**config.mk**
```make
export PLATFORM = sky130hd
export DESIGN_NAME = i2s_receiver
export DESIGN_NICKNAME = d
export VERILOG_FILES = /design/src/rtl/i2s_receiver.sv
export SDC_FILE = /design/constraint.sdc
export NUM_CORES = 1
export LEC_CHECK = 0
export CORE_MARGIN = 2
export CORE_UTILIZATION = 40
export CTS_CLUSTER_SIZE = 14
export DETAILED_ROUTE_END_ITERATION = 8
export SYNTH_ARGS = -nofsm -noshare
export SYNTH_HDL_FRONTEND = slang
export SYNTH_SLANG_ARGS = --single-unit
```
**constraint.sdc**
```tcl
create_clock -name clk -period 2.2 [get_ports clk]
set_input_delay 0.44 -clock clk [delete_from_list [all_inputs] [get_ports clk]]
set_output_delay 0.44 -clock clk [all_outputs]
set_load 0.02 [all_outputs]
```
**src/rtl/i2s_receiver.sv**
```systemverilog
// rtl/i2s_receiver.sv - I2S receive deserialiser into 16-bit stereo sample pairs
module i2s_receiver #(
    parameter int SAMPLE_WIDTH = 16,
    parameter int SYNC_STAGES  = 2
) (
    input  logic                    clk,
    input  logic                    reset,
    input  logic                    frame_clk,
    input  logic                    bit_clk,
    input  logic                    sdata,
    output logic [SAMPLE_WIDTH-1:0] sample_left,
    output logic [SAMPLE_WIDTH-1:0] sample_right,
    output logic                    valid,
    output logic                    locked,
    output logic                    frame_error
);

    localparam int CW = $clog2(SAMPLE_WIDTH + 1);
    localparam logic [CW-1:0] FULL      = CW'(SAMPLE_WIDTH);
    localparam logic [CW-1:0] LAST_SLOT = CW'(SAMPLE_WIDTH - 1);

    typedef enum logic [0:0] {
        WAIT_SYNC,
        RECEIVE
    } state_t;

    state_t                  state_q;
    logic [SYNC_STAGES-1:0]  bclk_sync_q;
    logic [SYNC_STAGES-1:0]  ws_sync_q;
    logic [SYNC_STAGES-1:0]  data_sync_q;
    logic                    bclk_prev_q;
    logic                    ws_prev_q;
    logic                    primed_q;
    logic [CW-1:0]           bitcnt_q;
    logic [SAMPLE_WIDTH-1:0] shreg_q;
    logic [SAMPLE_WIDTH-1:0] left_hold_q;
    logic                    pending_q;
    logic [SAMPLE_WIDTH-1:0] sample_left_q;
    logic [SAMPLE_WIDTH-1:0] sample_right_q;
    logic                    valid_q;
    logic                    locked_q;
    logic                    frame_error_q;

    logic                    bclk_s;
    logic                    ws_s;
    logic                    data_s;
    logic                    bit_event;
    logic                    boundary;
    logic                    word_long_enough;
    logic [SAMPLE_WIDTH-1:0] shreg_d;
    logic [SAMPLE_WIDTH-1:0] word_d;

    assign bclk_s           = bclk_sync_q[SYNC_STAGES-1];
    assign ws_s             = ws_sync_q[SYNC_STAGES-1];
    assign data_s           = data_sync_q[SYNC_STAGES-1];
    assign bit_event        = bclk_s & ~bclk_prev_q;
    assign boundary         = ws_s ^ ws_prev_q;
    assign word_long_enough = (bitcnt_q >= LAST_SLOT);
    assign shreg_d          = {shreg_q[SAMPLE_WIDTH-2:0], data_s};

    // Completed word: include this event's bit only while still inside the first SAMPLE_WIDTH bits
    always_comb begin
        word_d = shreg_q;
        if (bitcnt_q < FULL) begin
            word_d = shreg_d;
        end
    end

    // Synchronisers, bit_clk edge detect and the lock/receive state machine
    always_ff @(posedge clk) begin
        if (reset) begin
            state_q        <= WAIT_SYNC;
            bclk_sync_q    <= '0;
            ws_sync_q      <= '0;
            data_sync_q    <= '0;
            bclk_prev_q    <= 1'b0;
            ws_prev_q      <= 1'b0;
            primed_q       <= 1'b0;
            bitcnt_q       <= '0;
            shreg_q        <= '0;
            left_hold_q    <= '0;
            pending_q      <= 1'b0;
            sample_left_q  <= '0;
            sample_right_q <= '0;
            valid_q        <= 1'b0;
            locked_q       <= 1'b0;
            frame_error_q  <= 1'b0;
        end else begin
            bclk_sync_q   <= {bclk_sync_q[SYNC_STAGES-2:0], bit_clk};
            ws_sync_q     <= {ws_sync_q[SYNC_STAGES-2:0], frame_clk};
            data_sync_q   <= {data_sync_q[SYNC_STAGES-2:0], sdata};
            bclk_prev_q   <= bclk_s;
            valid_q       <= 1'b0;
            frame_error_q <= 1'b0;
            if (bit_event) begin
                ws_prev_q <= ws_s;
                case (state_q)
                    WAIT_SYNC: begin
                        // The first event after reset only learns the current word select, so
                        // lock waits for a genuine frame_clk transition rather than the reset value.
                        if (!primed_q) begin
                            primed_q <= 1'b1;
                        end else if (boundary) begin
                            state_q  <= RECEIVE;
                            locked_q <= 1'b1;
                            bitcnt_q <= '0;
                            shreg_q  <= '0;
                        end
                    end
                    RECEIVE: begin
                        if (boundary) begin
                            bitcnt_q <= '0;
                            shreg_q  <= '0;
                            if (word_long_enough) begin
                                if (!ws_prev_q) begin
                                    left_hold_q <= word_d;
                                    pending_q   <= 1'b1;
                                end else if (pending_q) begin
                                    sample_left_q  <= left_hold_q;
                                    sample_right_q <= word_d;
                                    valid_q        <= 1'b1;
                                    pending_q      <= 1'b0;
                                end
                            end else begin
                                frame_error_q <= 1'b1;
                                pending_q     <= 1'b0;
                            end
                        end else if (bitcnt_q < FULL) begin
                            shreg_q  <= shreg_d;
                            bitcnt_q <= bitcnt_q + 1'b1;
                        end
                    end
                    default: state_q <= WAIT_SYNC;
                endcase
            end
        end
    end

    assign sample_left  = sample_left_q;
    assign sample_right = sample_right_q;
    assign valid        = valid_q;
    assign locked       = locked_q;
    assign frame_error  = frame_error_q;

endmodule
```
==> Word-level counts from Yosys, hierarchy flattened <==
Cells that the tools add are included.
{ "op_classes": {"n_addsub": 1, "bitwise": 8, "mux": 17, "eq_ne": 3, "order_cmp": 2, "reduce_logical": 9} }
{ "ops": {"columns": ["cell", "count"], "rows": [
  ["16-bit 2-to-1 mux", 4],
  ["16-bit case mux with 2 select lines", 1],
  ["5-bit 2-to-1 mux", 4],
  ["5-bit case mux with 2 select lines", 1],
  ["4-bit AND reduction", 2],
  ["1-bit 2-to-1 mux", 7],
  ["1-bit inverter", 6],
  ["3-bit AND reduction", 2],
  ["6-bit AND reduction", 1],
  ["6-bit OR reduction", 1],
  ["5-bit by 1-bit adder with 5-bit output, second input constant", 1],
  ["5-bit by 4-bit greater-or-equal comparator with 1-bit output, second input constant", 1],
  ["5-bit < comparator, second input constant", 1],
  ["5-bit AND reduction", 1],
  ["2-bit inequality test, second input constant", 2],
  ["4-bit OR reduction", 1],
  ["3-bit by 1-bit inequality test with 1-bit output, second input constant", 1],
  ["2-bit AND reduction", 1],
  ["1-bit bitwise AND", 1],
  ["1-bit XOR", 1]
]} }
{ "word_totals": {"elab_cells": 56, "input_bits": 5, "register_bits": 83} }

==> Depth between registers and ports, before layout <==
{ "logic_depth": {"word_depth": 4, "depth_mapped": 8} }

==> Least setup slack after synthesis <==
OpenSTA, ideal clock, no wires.
{ "synth_timing": {"path_type": "register to register", "from": "register bitcnt_q[0]", "to": "register sample_left_q[0], in the netlist sample_left[0]", "setup_time_ns": 0.128, "required_ns": 2.072, "period_less_slack_ns": 1.990, "stages_incl_launch_ff": 9, "path_slack_ns": 0.210, "arrival_ns": 1.862, "cell_sequence": "dfxtp_1 -> ha_1 -> and3_1 -> ha_1 -> nor2_1 -> a2111oi_4 -> buf_6 -> mux2i_1 -> nor2_1"} }
{ "synth_between": {"elab_chain_cells": 2} }
{ "synth_rtl": {"columns": ["element", "line", "text"], "rows": [
  ["start, declared", "34", "logic [CW-1:0] bitcnt_q;"],
  ["start signal, assigned", "130", "bitcnt_q <= bitcnt_q + 1'b1;"],
  ["5-bit by 4-bit greater-or-equal comparator with 1-bit output", "58", "assign word_long_enough = (bitcnt_q >= LAST_SLOT);"],
  ["6-bit AND reduction (no source line)", null, null],
  ["end signal, assigned", "119", "sample_left_q <= left_hold_q;"],
  ["end, declared", "38", "logic [SAMPLE_WIDTH-1:0] sample_left_q;"]
]} }
No other way between the ends.
A chain may end at the register's enable or synchronous reset.

==> Worst setup path in the final report <==
{ "layout_timing": {"from": "register bitcnt_q[0]", "to": "register sample_left_q[14], in the netlist sample_left[14]"} }
The elaborated chain is that of the path after synthesis.

==> results_dict.tcl <==
set metrics [dict create \
    hp-class "flip-flop to flip-flop" \
    overflow 0 \
    die-width_um 94.4 \
    routedWlPerCell_um 15.3 \
    crit_chain "ha_4 > and3_4 > ha_1 > nor2_1 > buf_4 > a2111oi_4 > buf_4 > buf_6 > mux2i_1 > nor2_1" \
    min_from "data_sync_q[0]$_SDFF_PP0_" \
    setup_viol 0 \
    critPathLaunchType "flip-flop" \
    skew_ns 0.0109 \
    hold_viol_final 0 \
    r2r-end "sample_left[14]$_SDFFE_PP0P_" \
    timing.fmax_mhz 475 \
    dp_hpwl_um 3990 \
    cp_top_family "buffers and inverters" \
    power.leakage_nw 1.33 \
    critPathMaxFanout 12 \
    grt_usage 0.152 \
    cts_buffers 9 \
    ys_seq_elements 83 \
    synth_cells 294 \
    power_w 0.00296 \
    startpoint "bitcnt_q[0]$_SDFFE_PP0P_" \
    p_sw_w 0.000611 \
    port_buffers 39 \
    diodes 0 \
    slowest_stage "dfxtp_2" \
    cts_root_buffer "clkbuf_8" \
    first_iter_violations 101 \
    fin_area_sq_um 4100 \
    ant_nets 0 \
    gp_congestion 0.737 \
    p_int_w 0.00235 \
    clockPowerShare 0.470 \
    synth_fp_nets 301 \
    clock-sinks 83 \
    p_per_area_nw_per_um2 722 \
    drive_gt1_frac 0.214 \
    num_rows 32 \
    cts_tree "built" \
    synth_top_area_cell "dfxtp_1" \
    vdd_drop_max_v 0.000291 \
    drv_slew 0 \
    drc 0 \
    synth_seq_area_share 0.508 \
    rr_worst_depth 10 \
    routed_wl_um 6830 \
    critPathKind "flip-flop to flip-flop" \
    min_to "data_sync_q[1]$_SDFF_PP0_" \
    max_slew_margin 0.545 \
    cts_hold_buf 0 \
    final.fill_count 732 \
    p_seq_frac 0.511 \
    start_util 0.419 \
    antenna_found_initial 0 \
    critPathMaxStageDelay_ns 0.36 \
    core_area_sq_um 7810 \
    design.die.area_sq_um 8920 \
    p_sw_frac 0.207 \
    r2r_start "bitcnt_q[0]$_SDFFE_PP0P_" \
    pwr-share-comb 0.019 \
    clk_pin_slew_worst_paths_ns 0.09 \
    critPathArrivalTime_ns 2.34 \
    io_pins 40 \
    cp.required_ns 2.43 \
    end_kind "flip-flop" \
    first_pass_iters 4 \
    clock_latency_ns 0.35 \
    period_share 0.958 \
    rrSetupSlack_ns 0.09 \
    grt_pass1_wl_um 10400 \
    htree_levels 3 \
    grt_max_degree 50 \
    die_height_um 94.4 \
    ys_top_cells_by_area "dfxtp_1, a211oi_2, mux2i_1" \
    fin_nets 347 \
    via_count 2305 \
    viasPerCell 5.16 \
    clockBufferDepth 2 \
    postSynthAreaPerCell_sq_um 11.1 \
    whs_path_depth 1 \
    status "finished clean" \
    synth_area_sq_um 3270 \
    grt_pass1_vias 2062 \
    maxCapViolCount 0 \
    ys_types 37 \
    period_needed_ns 2.11 \
    ys_warn_count 0 \
    critPathBufInv 3 \
    dpl_cell_area_sq_um 3750 \
    synth_top_area_frac 0.508 \
    area_growth_pct 25.3 \
    tightest_slew_ns 0.680 \
]
-- cell usage after synthesis (all sizes together) --
master   number
a2111oi       2
a211oi       32
a21oi         5
a22o         15
a31oi         3
a32o          1
a41oi         1
and2b         1
and3          2
buf          14
clkbuf        6
dfxtp        83
ha            2
inv           5
mux2          1
mux2i        31
nand2         6
nand2b        2
nand3         2
nand3b        1
nand4         1
nor2         57
nor2b         9
nor3          2
nor4          1
o211ai        1
o21ai         3
o21ba         1
o41ai         1
or3           2
xor2          1
-- final cells by class --
class / count / area, sq um / share of cell area
clock buffers: 11 / 151 / 0.0369
clock inverters: 5 / 108 / 0.0263
inverters: 5 / 18.8 / 0.00458
multi-input cells: 186 / 1470 / 0.360
flip-flops and latches: 83 / 1660 / 0.406
well taps: 102 / 128 / 0.0311
repair buffers: 55 / 556 / 0.136
-- what timing repair did --
action                     4_1_cts  5_1_grt
setup endpoints to repair        0       30
resized for setup                0       10
setup buffers                    0        2
-- logic make-up after synthesis --
group,count (synthesis),share of synthesized area
AO/OA/AOI/OAI,65,0.203
XOR/XNOR,1,0.00497
adder cells (fa/ha/maj),2,0.00765
buffers and inverters,25,0.0497
flip-flops,83,0.508
multiplexers,32,0.0983
AND/OR/NAND/NOR,86,0.128
-- flip-flops by register name, summed over array words and instances, names as in the netlist, 2 cells and up --
name,cells
bclk_sync_q,2
bitcnt_q,5
data_sync_q,2
left_hold_q,16
sample_left,16
sample_right,16
shreg_q,16
ws_sync_q,2
-- placed cells by master (no fill, tap or decap), types with 2 or more instances in the layout --
cell type	n
a211oi_1	4
inv_1	5
nor2_1	57
a31oi_1	3
a22o_1	15
buf_4	11
nor2b_1	9
a211oi_2	28
nand2b_1	2
a2111oi_4	2
nand3_1	2
clkdlybuf4s50_1	38
nand2_1	6
buf_12	2
mux2i_1	30
clkbuf_8	11
buf_6	2
a21oi_1	5
bufinv_16	3
dfxtp_2	2
or3_1	2
o21ai_0	3
dfxtp_1	81
-- power by group through the flow --
stage / combinational (W) / clock (W) / sequential [W]
finish: 0.0000558 / 0.00139 / 0.00151
global route: 0.0000607 / 0.00150 / 0.00151
CTS: 0.0000563 / 0.00142 / 0.00151
detailed placement: 0.0000564 / 0 / 0.00155
global placement: 0.0000559 / 0 / 0.00155
floorplan: 0.0000409 / 0 / 0.00155
-- per-layer routing --
layer,track usage,share of wire,up-vias
li1,-,-,1144
met1,0.221,0.51,1116
met2,0.209,0.45,41
met3,0.0415,0.031,4
met4,0.0652,0.0089,0
met5,0,0,-
-- how the worst max path moves through the flow --
stage	to	slack, ns	cells past startpoint
2_1_floorplan	sample_left[0]$_SDFFE_PP0P_	0.21	8
3_3_place_gp	sample_left[14]$_SDFFE_PP0P_	0.14	9
3_5_place_dp	sample_left[6]$_SDFFE_PP0P_	0.11	9
4_1_cts	sample_left[15]$_SDFFE_PP0P_	0.09	9
5_1_grt	sample_left[5]$_SDFFE_PP0P_	-0.009	10
6_report	sample_left[14]$_SDFFE_PP0P_	0.09	10
-- metrics by stage --
stage / cells / utilization / TNS [ns] / hold slack [ns] / worst slack (ns)
floorplan: 294 / - / 0 / 0.414 / 0.210
global placement: 426 / 0.480 / 0 / 0.422 / 0.141
detailed placement: 426 / 0.480 / 0 / 0.423 / 0.107
CTS: 442 / 0.513 / 0 / 0.444 / 0.0938
global route: 447 / 0.525 / -0.00871 / 0.458 / -0.00871
finish: 447 / 0.525 / 0 / 0.441 / 0.0932
-- worst reg2reg max path, stage by stage (launching register included) --
cell and delay, ns:
dfxtp_2 0.36, ha_4 0.15, and3_4 0.18, ha_1 0.13, nor2_1 0.04, buf_4 0.15, a2111oi_4 0.36, buf_4 0.20
buf_6 0.18, mux2i_1 0.20, nor2_1 0.05
No activity file was read; power rests on OpenSTA's default activity.
